--- config.mk ---
export PLATFORM = sky130hd
export DESIGN_NAME = piso_shift_tx
export DESIGN_NICKNAME = d
export VERILOG_FILES = /design/src/rtl/piso_pkg.sv /design/src/rtl/piso_hold_buf.sv /design/src/rtl/piso_shift_tx.sv
export SDC_FILE = /design/constraint.sdc
export NUM_CORES = 1
export LEC_CHECK = 0
export BUFFER_PORTS_ARGS = -buffer_cell sky130_fd_sc_hd__buf_2
export CAP_MARGIN = 20
export CORE_AREA = 4 4 53 55
export CTS_BUF_LIST = sky130_fd_sc_hd__clkbuf_8 sky130_fd_sc_hd__clkbuf_16
export CTS_CLUSTER_DIAMETER = 120
export DETAILED_ROUTE_END_ITERATION = 8
export DIE_AREA = 0 0 57 59
export GPL_ROUTABILITY_DRIVEN = 0
export PLACE_DENSITY = 0.74
export SYNTH_ARGS = -nofsm -noshare
export SYNTH_HDL_FRONTEND = slang
export SYNTH_SLANG_ARGS = --single-unit
export TNS_END_PERCENT = 100
--- constraint.sdc ---
create_clock -name clk -period 2.11 [get_ports clk]
set_input_delay 0.211 -clock clk [delete_from_list [all_inputs] [get_ports clk]]
set_output_delay 0.211 -clock clk [all_outputs]
set_load 0.005 [all_outputs]
--- src/rtl/piso_pkg.sv ---
// Shared types and helpers for the parallel-in, serial-out transmitter.
package piso_pkg;

  // Transmitter sequencing states.
  typedef enum logic {
    IDLE  = 1'b0,
    SHIFT = 1'b1
  } piso_state_t;

  // Bit counter width: enough to hold 0..width-1, never narrower than one bit.
  function automatic int piso_cnt_width(input int width);
    return (width <= 1) ? 1 : $clog2(width);
  endfunction

endpackage

--- src/rtl/piso_hold_buf.sv ---
// Single-entry holding register between the word handshake and the shifter.
// A word is captured when the entry is empty; the shifter empties it with take.
module piso_hold_buf #(
  parameter int WIDTH = 8
) (
  input  logic             clk,
  input  logic             rst,
  input  logic             wr_valid,
  output logic             wr_ready,
  input  logic [WIDTH-1:0] wr_data,
  input  logic             take,
  output logic             buf_full,
  output logic [WIDTH-1:0] buf_data
);

  logic             full_reg;
  logic [WIDTH-1:0] data_reg;

  // Ready depends only on the stored flag, never on wr_valid.
  assign wr_ready = !full_reg;
  assign buf_full = full_reg;
  assign buf_data = data_reg;

  // Capture into an empty entry; take only happens while full, so the two never collide.
  always_ff @(posedge clk or negedge rst) begin
    if (!rst) begin
      full_reg <= 1'b0;
      data_reg <= '0;
    end else if (take) begin
      full_reg <= 1'b0;
    end else if (wr_valid && !full_reg) begin
      full_reg <= 1'b1;
      data_reg <= wr_data;
    end
  end

endmodule

--- src/rtl/piso_shift_tx.sv ---
// Parallel-in, serial-out transmitter. Words arrive over valid/ready into a
// one-entry buffer and leave one bit per shift_en tick on d_out, with frame
// marking payload bits. The buffer lets the next word follow with no gap.
module piso_shift_tx
  import piso_pkg::*;
#(
  parameter int   WIDTH      = 8,
  parameter bit   MSB_FIRST  = 1'b1,
  parameter logic IDLE_LEVEL = 1'b0
) (
  input  logic             clk,
  input  logic             rst,
  input  logic             in_valid,
  output logic             in_ready,
  input  logic [WIDTH-1:0] in_data,
  input  logic             shift_en,
  output logic             d_out,
  output logic             frame,
  output logic             busy,
  output logic             done
);

  localparam int             CNT_W    = piso_cnt_width(WIDTH);
  localparam logic [CNT_W-1:0] CNT_LAST = CNT_W'(WIDTH - 1);

  piso_state_t      state_reg;
  logic [CNT_W-1:0] cnt_reg;
  logic [WIDTH-1:0] shreg_reg;
  logic             d_out_reg;
  logic             frame_reg;
  logic             done_reg;

  logic             buf_full;
  logic [WIDTH-1:0] buf_data;
  logic             take;
  logic             last_bit;
  logic [WIDTH-1:0] shreg_next;
  logic             first_bit;
  logic             next_bit;

  piso_hold_buf #(
    .WIDTH(WIDTH)
  ) u_hold_buf (
    .clk      (clk),
    .rst      (rst),
    .wr_valid (in_valid),
    .wr_ready (in_ready),
    .wr_data  (in_data),
    .take     (take),
    .buf_full (buf_full),
    .buf_data (buf_data)
  );

  assign last_bit = (cnt_reg == CNT_LAST);

  // A buffered word moves into the shifter on a tick, either from idle or
  // straight after the previous word's final bit interval.
  assign take = shift_en && buf_full &&
                ((state_reg == IDLE) || ((state_reg == SHIFT) && last_bit));

  // Shift direction and output bit selection follow the configured bit order.
  always_comb begin
    shreg_next = MSB_FIRST ? (shreg_reg << 1) : (shreg_reg >> 1);
    first_bit  = MSB_FIRST ? buf_data[WIDTH-1] : buf_data[0];
    next_bit   = MSB_FIRST ? shreg_next[WIDTH-1] : shreg_next[0];
  end

  // Sequencer: load, shift, and end-of-word handling with registered outputs.
  always_ff @(posedge clk or negedge rst) begin
    if (!rst) begin
      state_reg <= IDLE;
      cnt_reg   <= '0;
      shreg_reg <= '0;
      d_out_reg <= IDLE_LEVEL;
      frame_reg <= 1'b0;
      done_reg  <= 1'b0;
    end else begin
      done_reg <= 1'b0;
      case (state_reg)
        IDLE: begin
          if (take) begin
            shreg_reg <= buf_data;
            cnt_reg   <= '0;
            d_out_reg <= first_bit;
            frame_reg <= 1'b1;
            state_reg <= SHIFT;
          end
        end
        SHIFT: begin
          if (shift_en) begin
            if (!last_bit) begin
              cnt_reg   <= cnt_reg + CNT_W'(1);
              shreg_reg <= shreg_next;
              d_out_reg <= next_bit;
            end else begin
              done_reg <= 1'b1;
              if (buf_full) begin
                // Chain straight into the next word; frame stays asserted.
                shreg_reg <= buf_data;
                cnt_reg   <= '0;
                d_out_reg <= first_bit;
              end else begin
                cnt_reg   <= '0;
                d_out_reg <= IDLE_LEVEL;
                frame_reg <= 1'b0;
                state_reg <= IDLE;
              end
            end
          end
        end
        default: begin
          state_reg <= IDLE;
        end
      endcase
    end
  end

  assign d_out = d_out_reg;
  assign frame = frame_reg;
  assign done  = done_reg;
  assign busy  = (state_reg == SHIFT) || buf_full;

endmodule

==> results of run 1 <==
-- worst register-to-register path, cell delays in order (launching register included) --
cell     delay (ns)
dfrtp_1        0.39
ha_1           0.23
ha_1           0.25
nor2b_4        0.13
o21a_1         0.36
mux2_4         0.34
-- logic make-up after synthesis --
| kind of cell | after synthesis | synth area share, % |
|---|---|---|
| flops | 23 | 51.7 |
| mux | 20 | 24.3 |
| fa+ha+maj | 3 | 3.37 |
| compound gates | 12 | 7.19 |
| simple gates | 14 | 8.88 |
| buf+inv | 8 | 4.61 |
-- power breakdown --
group	internal (W)	switching, W
combinational	0.000347	0.000174
sequential	0.000614	0.000124
clock	0.000130	0.000128
-- metrics by stage --
| step | hold slack (ns) | cell area (µm²) |
|---|---|---|
| after floorplan | -0.0846 | 1110 |
| after global routing | 0.169 | 1250 |
| final | 0.177 | 1250 |
| after global placement | 0.199 | 1190 |
| after detailed placement | 0.204 | 1190 |
| after CTS | 0.178 | 1250 |
-- metal layers --
metal	part of all wire [%]	routed length [µm]	vias up	GRT usage (%)
li1	-	-	312	-
met1	46	778	323	16.0
met2	49	818	10	16.5
met3	3.9	66	2	2.83
met4	1.0	17	0	3.97
met5	0	0	-	0
-- worst paths after layout --
path	cells after the start	slack (ns)	endpoint
min in group asynchronous	2	0.44	u_hold_buf.buf_data[6]$_DFFE_PN0P_
max in group asynchronous	2	1.33	u_hold_buf.buf_full$_DFFE_PN0P_
min reg2reg	1	0.51	cnt_reg[1]$_DFFE_PN0P_
max reg2reg	5	0.29	shreg_reg[3]$_DFFE_PN0P_
min	2	0.18	u_hold_buf.buf_data[7]$_DFFE_PN0P_
max	5	0.29	shreg_reg[3]$_DFFE_PN0P_
-- synthesized netlist by cell type, drive strengths merged --
cell / n / area, µm²
inv: 2 / 7.51
clkbuf: 1 / 3.75
a32o: 2 / 20.0
or2: 2 / 12.5
nand2: 4 / 15.0
o21ai: 4 / 20.0
buf: 5 / 40.0
a22o: 2 / 17.5
ha: 3 / 37.5
nor2b: 2 / 20.0
dfrtp: 23 / 576
and3: 1 / 7.51
a21oi: 3 / 15.0
nand2b: 2 / 20.0
nand3b: 2 / 15.0
mux2: 20 / 270
o21a: 1 / 7.51
nand4b: 1 / 8.76
-- cell type report --
class	instances	area [µm²]	area share (%)
Clock inverter	1	3.75	0.300
Sequential cell	23	576	46.0
Clock buffer	3	41.3	3.30
Timing Repair Buffer	18	97.6	7.81
Multi-Input combinational cell	49	487	38.9
Tap cell	30	37.5	3.00
Inverter	2	7.51	0.601
==> flow_metrics.tcl, run 1 <==
set metrics [dict create \
    via_per_inst 5.13 \
    post_cts_resized 0 \
    final_max_slew_viol_count 0 \
    firstDrtPassIters 4 \
    hold_violations 0 \
    period_share_pct 86.3 \
    final-setup-viol-count 0 \
    fp.dieW_um 57 \
    relSlewSlack_pct 67.3 \
    critPathTopFamily "adder cells" \
    setup_slack_ns 0.289 \
    drtIter0Drc 9 \
    grt_setup_unrepaired "no" \
    avgRoutedWirePerCell_um 13.3 \
    largest_reg_flops 8 \
    cts_tree "built" \
    die_area_um2 3360 \
    power_density_nw_per_um2 1210 \
    syn_area_per_cell_um2 13.9 \
    syn_area_um2 1110 \
    nNetsFinal 112 \
    cpMaxStageDelayCell "dfrtp_1" \
    synth_seq_cells 23 \
    grt_max_degree 24 \
    worst-path-max-fanout 7 \
    fin_crit_ns 1.82 \
    track_usage_pct 11.2 \
    ir_worst_vdd_v 0.000485 \
    grt_pass1_vias 630 \
    path_common_cell "ha_1" \
    placed_cells 121 \
    hp-start "in_data[7]" \
    drt.antenna.violating_nets 0 \
    io_pins 17 \
    crit_start "cnt_reg[0]$_DFFE_PN0P_" \
    drt-total-wl_mm 1.68 \
    cts_setup_buffers 0 \
    dp_hpwl_mm 1.18 \
    antenna_found_initial 0 \
    clk_latency_ns 0.26 \
    core_area_um2 2390 \
    place_ws_ns 0.326 \
    critPathKind "flop to flop" \
    rows 18 \
    fp.dieH_um 59 \
    cp_data_arrival_time_ns 1.96 \
    crit_buf_inv 0 \
    fin_util_pct 52.4 \
    grt_overflow 0 \
    crit_path_end_kind "flop" \
    skew_ns 0.00253 \
    slowest_delay_ns 0.39 \
    yosys_warnings 0 \
    leakage_nw 0.610 \
    total_power_w 0.00152 \
    area.growth.synth_to_final_pct 12.2 \
    ys_seq_area_share_pct 51.7 \
    final_cell_mix "23 x dfrtp_1, 16 x buf_2, 12 x mux2_4" \
    layout_commonest_cell "dfrtp_1" \
    clockBufferDepth 2 \
    syn-instance-count 80 \
    hp-class "input port to flop" \
    start_util_pct 46.6 \
    htreeDepth 1 \
    cts_buffers 3 \
    status "finished clean" \
    required_ns 2.25 \
    synthesis.nets 95 \
    placement.io_buffers 16 \
    totalNegativeSetupSlack_ns 0 \
    max_freq_mhz 549 \
    layout-drive-gt1-share_pct 46.9 \
    tightest_slew_ns 0.490 \
    clk_pin_slew_ns 0.07 \
    drcViolationCount 0 \
    cts-hold-fix-buffers 1 \
    insertedDiodeCount 0 \
    fin_cells 126 \
    root_buffer "clkbuf_8" \
    crit_chain "ha_1, ha_1, nor2b_4, o21a_1, mux2_4" \
    yosys.cell_types.count 23 \
    nFillCells 235 \
    route.vias.total 647 \
    worstReg2RegStart "cnt_reg[0]$_DFFE_PN0P_" \
    cp-start-kind "flop" \
    clock-sinks 23 \
    grt_pass1_wl_mm 2.89 \
    drv_cap 0 \
]
No activity file was read; power rests on OpenSTA's default activity.
==> run 2: changes to the inputs <==
--- a/config.mk
+++ b/config.mk
@@ -7,12 +7,13 @@
 export LEC_CHECK = 0
 export BUFFER_PORTS_ARGS = -buffer_cell sky130_fd_sc_hd__buf_2
 export CAP_MARGIN = 20
-export CORE_AREA = 4 4 53 55
+export CORE_AREA = 2 2 51 53
 export CTS_BUF_LIST = sky130_fd_sc_hd__clkbuf_8 sky130_fd_sc_hd__clkbuf_16
 export CTS_CLUSTER_DIAMETER = 120
 export DETAILED_ROUTE_END_ITERATION = 8
-export DIE_AREA = 0 0 57 59
+export DIE_AREA = 0 0 53 55
 export GPL_ROUTABILITY_DRIVEN = 0
+export HOLD_SLACK_MARGIN = 0.06
 export PLACE_DENSITY = 0.74
 export SYNTH_ARGS = -nofsm -noshare
 export SYNTH_HDL_FRONTEND = slang
==> run 2 against run 1 <==
Against the previous run: via count is 1.5% lower; flip-flop and latch count stayed put; power is 0.86% higher; combinational power is 1% higher; utilization is 0.50 points higher; wire length is 2.4% higher; first-iteration DRC count is 22% lower.
==> flow_metrics.tcl, run 2 (synthesis results as in run 1) <==
set metrics [dict create \
    status "finished clean" \
    clockBufferDepth 2 \
    final_cell_mix "23 x dfrtp_1, 16 x buf_2, 12 x mux2_4" \
    max_freq_mhz 545 \
    skew_ns 0.00348 \
    grt_pass1_wl_mm 2.88 \
    drtIter0Drc 7 \
    slowest_delay_ns 0.40 \
    timing.hold.ws_ns 0.172 \
    core_area_um2 2360 \
    cts_buffers 3 \
    firstDrtPassIters 4 \
    drt.antenna.violating_nets 0 \
    period_share_pct 87.0 \
    top_usage_layer "met2" \
    via_per_inst 5.06 \
    tightest_slew_ns 0.493 \
    grt_max_degree 24 \
    placement.io_buffers 16 \
    pwr-share-comb_pct 34.5 \
    hold_violations 0 \
    drt-total-wl_mm 1.72 \
    insertedDiodeCount 0 \
    crit_chain "ha_1, ha_1, nor2b_4, o21a_1, mux2_4" \
    totalNegativeSetupSlack_ns 0 \
    fin_crit_ns 1.84 \
    hp-class "input port to flop" \
    cp_data_arrival_time_ns 1.99 \
    worst-path-max-fanout 7 \
    die_area_um2 2920 \
    nNetsFinal 112 \
    largest_reg_flops 8 \
    clock-sinks 23 \
    power_density_nw_per_um2 1220 \
    cts_setup_buffers 0 \
    clk_pin_slew_ns 0.08 \
    grtUsageMet2_pct 23.8 \
    fp.dieW_um 53 \
    relSlewSlack_pct 67.1 \
    final_max_slew_viol_count 0 \
    root_buffer "clkbuf_8" \
    crit_buf_inv 0 \
    place_ws_ns 0.297 \
    setup_slack_ns 0.275 \
    rows 18 \
    grt_setup_unrepaired "no" \
    met1_usage_pct 17.1 \
    fp.dieH_um 55 \
    avgRoutedWirePerCell_um 13.7 \
    area.growth.synth_to_final_pct 12.2 \
    ir_worst_vdd_v 0.000673 \
    io_pins 17 \
    crit_path_end_kind "flop" \
    antenna_found_initial 0 \
    post_cts_resized 0 \
    dp_hpwl_mm 1.23 \
    route.vias.total 637 \
    seqPwrFrac_pct 48.2 \
    track_usage_pct 14.2 \
    grt_overflow 0 \
    critPathTopFamily "adder cells" \
    drcViolationCount 0 \
    pwr-share-clk_pct 17.4 \
    layout-drive-gt1-share_pct 46.9 \
    final-setup-viol-count 0 \
    layout_commonest_cell "dfrtp_1" \
    postPlaceCellArea_um2 1190 \
    critPathKind "flop to flop" \
    p_int_w 0.00109 \
    required_ns 2.26 \
    drv_cap 0 \
    start_util_pct 47.1 \
    grt_pass1_vias 669 \
    design_area_um2 1250 \
    clk_latency_ns 0.26 \
    cp-start-kind "flop" \
    cpMaxStageDelayCell "dfrtp_1" \
    leakage_nw 0.610 \
    total_power_w 0.00153 \
    grt_use_met3_pct 1.61 \
    cts_tree "built" \
    path_common_cell "ha_1" \
    htreeDepth 1 \
    sw_frac_of_total_pct 28.6 \
    p_sw_w 0.000438 \
]
-- run 2: cell counts in the layout (fill, tap and decap cells not counted) --
No cell type changed its count.
-- run 2: through the flow --
step / util, % / cells
5_1_grt: 52.9 / 126
3_3_place_gp: 50.5 / 121
6_report: 52.9 / 126
2_1_floorplan: - / 80
4_1_cts: 52.9 / 126
3_5_place_dp: 50.5 / 121
-- run 2: area by class of cell --
| type | instances | area (µm²) |
|---|---|---|
| fill | 218 | 1110 |
| sequential | 23 | 576 |
| multi-input combinational | 49 | 487 |
| timing repair buffer | 18 | 97.6 |
| clock buffer | 3 | 41.3 |
| tap | 30 | 37.5 |
| inverter | 2 | 7.51 |
| clock inverter | 1 | 3.75 |
-- run 2: per-layer routing --
metal,vias up,part of all wire (%)
met5,-,0
met4,0,2.8
met1,309,44
met2,11,50
li1,312,-
met3,5,3.1
-- run 2: power by group through the flow --
stage	Combinational (W)	Clock, W	Sequential, W
after floorplan	0.000479	0	0.000689
after global placement	0.000506	0	0.000740
after detailed placement	0.000532	0	0.000750
after CTS	0.000537	0.000276	0.000741
after global routing	0.000583	0.000283	0.000765
final	0.000527	0.000266	0.000736
-- run 2: path summary, 6_finish.rpt --
kind                                        start                            endpoint  slack (ns)  cells past startpoint
setup / recovery           cnt_reg[0]$_DFFE_PN0P_            shreg_reg[6]$_DFFE_PN0P_        0.27                      5
hold / removal                         in_data[5]  u_hold_buf.buf_data[5]$_DFFE_PN0P_        0.17                      2
setup reg to reg           cnt_reg[0]$_DFFE_PN0P_            shreg_reg[6]$_DFFE_PN0P_        0.27                      5
hold reg to reg            cnt_reg[1]$_DFFE_PN0P_              cnt_reg[1]$_DFFE_PN0P_        0.51                      1
max in group asynchronous                     rst                   frame$_DFFE_PN0P_        1.34                      2
min in group asynchronous                     rst            shreg_reg[0]$_DFFE_PN0P_        0.43                      2
-- run 2: what timing repair did --
action	4_1_cts	5_1_grt
endpoints found under the setup margin	0	0
hold endpoints to repair	23	0
hold buffers	1	0
-- run 2: worst reg2reg max path: cells and delay by family (launching register included) --
kind            cells  cell delay, ns
fa+ha+maj           2            0.48
flops               1            0.40
compound gates      1            0.37
mux                 1            0.34
simple gates        1            0.14
==> run 3: changes to the inputs <==
--- a/config.mk
+++ b/config.mk
@@ -7,14 +7,17 @@
 export LEC_CHECK = 0
 export BUFFER_PORTS_ARGS = -buffer_cell sky130_fd_sc_hd__buf_2
 export CAP_MARGIN = 20
-export CORE_AREA = 2 2 51 53
+export CELL_PAD_IN_SITES_DETAIL_PLACEMENT = 1
+export CELL_PAD_IN_SITES_GLOBAL_PLACEMENT = 1
+export CORE_AREA = 2 2 54 56
 export CTS_BUF_LIST = sky130_fd_sc_hd__clkbuf_8 sky130_fd_sc_hd__clkbuf_16
 export CTS_CLUSTER_DIAMETER = 120
 export DETAILED_ROUTE_END_ITERATION = 8
-export DIE_AREA = 0 0 53 55
+export DIE_AREA = 0 0 56 58
 export GPL_ROUTABILITY_DRIVEN = 0
+export GPL_TIMING_DRIVEN = 0
 export HOLD_SLACK_MARGIN = 0.06
-export PLACE_DENSITY = 0.74
+export PLACE_DENSITY = 0.79
 export SYNTH_ARGS = -nofsm -noshare
 export SYNTH_HDL_FRONTEND = slang
 export SYNTH_SLANG_ARGS = --single-unit
==> run 3 against run 2 <==
Against the previous run: maximum frequency is 3.2% higher; via count up 7.4%; global-route usage increased by 0.50 points; wire length is 17% higher; die area rose by 11%; worst setup slack better by 0.056 ns; largest power group unchanged.
==> flow_metrics.tcl, run 3 (synthesis results as in run 1) <==
set metrics [dict create \
    placement.io_buffers 16 \
    dp_hpwl_mm 1.40 \
    place_ws_ns 0.348 \
    post_cts_resized 0 \
    max_freq_mhz 562 \
    io_pins 17 \
    clockBufferDepth 2 \
    setup_slack_ns 0.331 \
    status "finished clean" \
    fin_util_pct 48.4 \
    grt_pass1_vias 755 \
    pwr-share-clk_pct 17.3 \
    largest_reg_flops 8 \
    worst-path-max-fanout 8 \
    power_density_nw_per_um2 1220 \
    seqCellArea_um2 576 \
    firstDrtPassIters 4 \
    required_ns 2.27 \
    fin_crit_ns 1.78 \
    clk_latency_ns 0.27 \
    ir_worst_vdd_v 0.000604 \
    clk_pin_slew_ns 0.08 \
    insertedDiodeCount 0 \
    skew_ns 0.00292 \
    core_area_um2 2660 \
    period_share_pct 84.3 \
    fp.dieH_um 58 \
    holdPathStages 2 \
    totalNegativeSetupSlack_ns 0 \
    die_area_um2 3250 \
    p_sw_w 0.000458 \
    grt_setup_unrepaired "no" \
    start_util_pct 41.8 \
    final_cell_mix "23 x dfrtp_1, 18 x buf_2, 12 x mux2_4" \
    critPathKind "flop to flop" \
    via_per_inst 5.18 \
    cts_setup_buffers 0 \
    rows 19 \
    route.vias.total 684 \
    root_buffer "clkbuf_8" \
    final-setup-viol-count 0 \
    area.growth.synth_to_final_pct 15.7 \
    grt_overflow 0 \
    drt.antenna.violating_nets 0 \
    nFillCells 274 \
    hp-class "input port to flop" \
    nNetsFinal 117 \
    drcViolationCount 0 \
    drtIter0Drc 9 \
    final_max_slew_viol_count 0 \
    p_int_w 0.00112 \
    relSlewSlack_pct 66.3 \
    tightest_slew_ns 0.505 \
    cts-hold-fix-buffers 1 \
    pwr-share-comb_pct 37.8 \
    drv_cap 0 \
    layout-drive-gt1-share_pct 49.5 \
    seqPwrFrac_pct 44.8 \
    cp-start-kind "flop" \
    multi_input_area_um2 487 \
    avgRoutedWirePerCell_um 15.2 \
    crit_path_end_kind "flop" \
    cp_data_arrival_time_ns 1.94 \
    layout_commonest_cell "dfrtp_1" \
    htreeDepth 1 \
    track_usage_pct 14.7 \
    grt_max_degree 24 \
    sw_frac_of_total_pct 29.1 \
    antenna_found_initial 0 \
    hold_violations 0 \
    clock-sinks 23 \
    rr_worst_depth 6 \
    grt_pass1_wl_mm 3.57 \
    cts_buffers 3 \
    cts_tree "built" \
    drt-total-wl_mm 2.01 \
    leakage_nw 0.629 \
    fp.dieW_um 56 \
]
==> run 3: changes by cell type in the layout (fill, tap and decap cells not counted), sizes merged <==
cell / before / now
buf: 17 / 21
inv: 3 / 2
clkbuf: 3 / 4
clkinv: 0 / 1
==> run 3: routing by layer <==
metal / up-vias / GRT usage, % / routed length, µm
li1: 321 / - / -
met1: 345 / 18.2 / 942
met2: 13 / 24.0 / 938
met3: 5 / 1.79 / 63
met4: 0 / 10.2 / 64
met5: - / 0 / 0
==> run 3: cell type report <==
type	count	area share (%)
Multi-Input combinational cell	49	37.8
Tap cell	31	3.01
Sequential cell	23	44.7
Timing Repair Buffer	17	6.99
Inverter	2	0.583
Buffer	6	3.40
Clock inverter	1	0.388
Clock buffer	3	3.20
==> run 3: path summary, 6_finish.rpt <==
check,startpoint,endpoint,slack [ns]
max,cnt_reg[0]$_DFFE_PN0P_,shreg_reg[6]$_DFFE_PN0P_,0.33
min,in_data[7],u_hold_buf.buf_data[7]$_DFFE_PN0P_,0.17
max reg2reg,cnt_reg[0]$_DFFE_PN0P_,shreg_reg[6]$_DFFE_PN0P_,0.33
min reg2reg,u_hold_buf.buf_data[1]$_DFFE_PN0P_,u_hold_buf.buf_data[1]$_DFFE_PN0P_,0.51
max in group asynchronous,rst,u_hold_buf.buf_data[4]$_DFFE_PN0P_,1.31
min in group asynchronous,rst,cnt_reg[1]$_DFFE_PN0P_,0.45
==> run 3: per-stage QoR <==
stage / cells / cell area [µm²] / hold slack (ns) / total power, W
after floorplan: 80 / 1110 / -0.0846 / 0.00117
after global placement: 127 / 1230 / 0.207 / 0.00127
after detailed placement: 127 / 1230 / 0.210 / 0.00132
after CTS: 132 / 1290 / 0.166 / 0.00160
after global routing: 132 / 1290 / 0.167 / 0.00170
final: 132 / 1290 / 0.171 / 0.00157
==> run 3: power groups by stage <==
| stage | clock [W] | sequential [W] | combinational, W |
|---|---|---|---|
| 2_1_floorplan | 0 | 0.000689 | 0.000479 |
| 3_3_place_gp | 0 | 0.000705 | 0.000570 |
| 3_5_place_dp | 0 | 0.000715 | 0.000602 |
| 4_1_cts | 0.000286 | 0.000707 | 0.000608 |
| 5_1_grt | 0.000306 | 0.000732 | 0.000658 |
| 6_report | 0.000273 | 0.000706 | 0.000596 |
==> run 3: critical path, cell delays in order (launching register included) <==
cell and delay, ns:
dfrtp_1 0.40, ha_1 0.23, ha_1 0.20, nand2b_4 0.14
buf_6 0.14, mux2_4 0.30, mux2_4 0.26
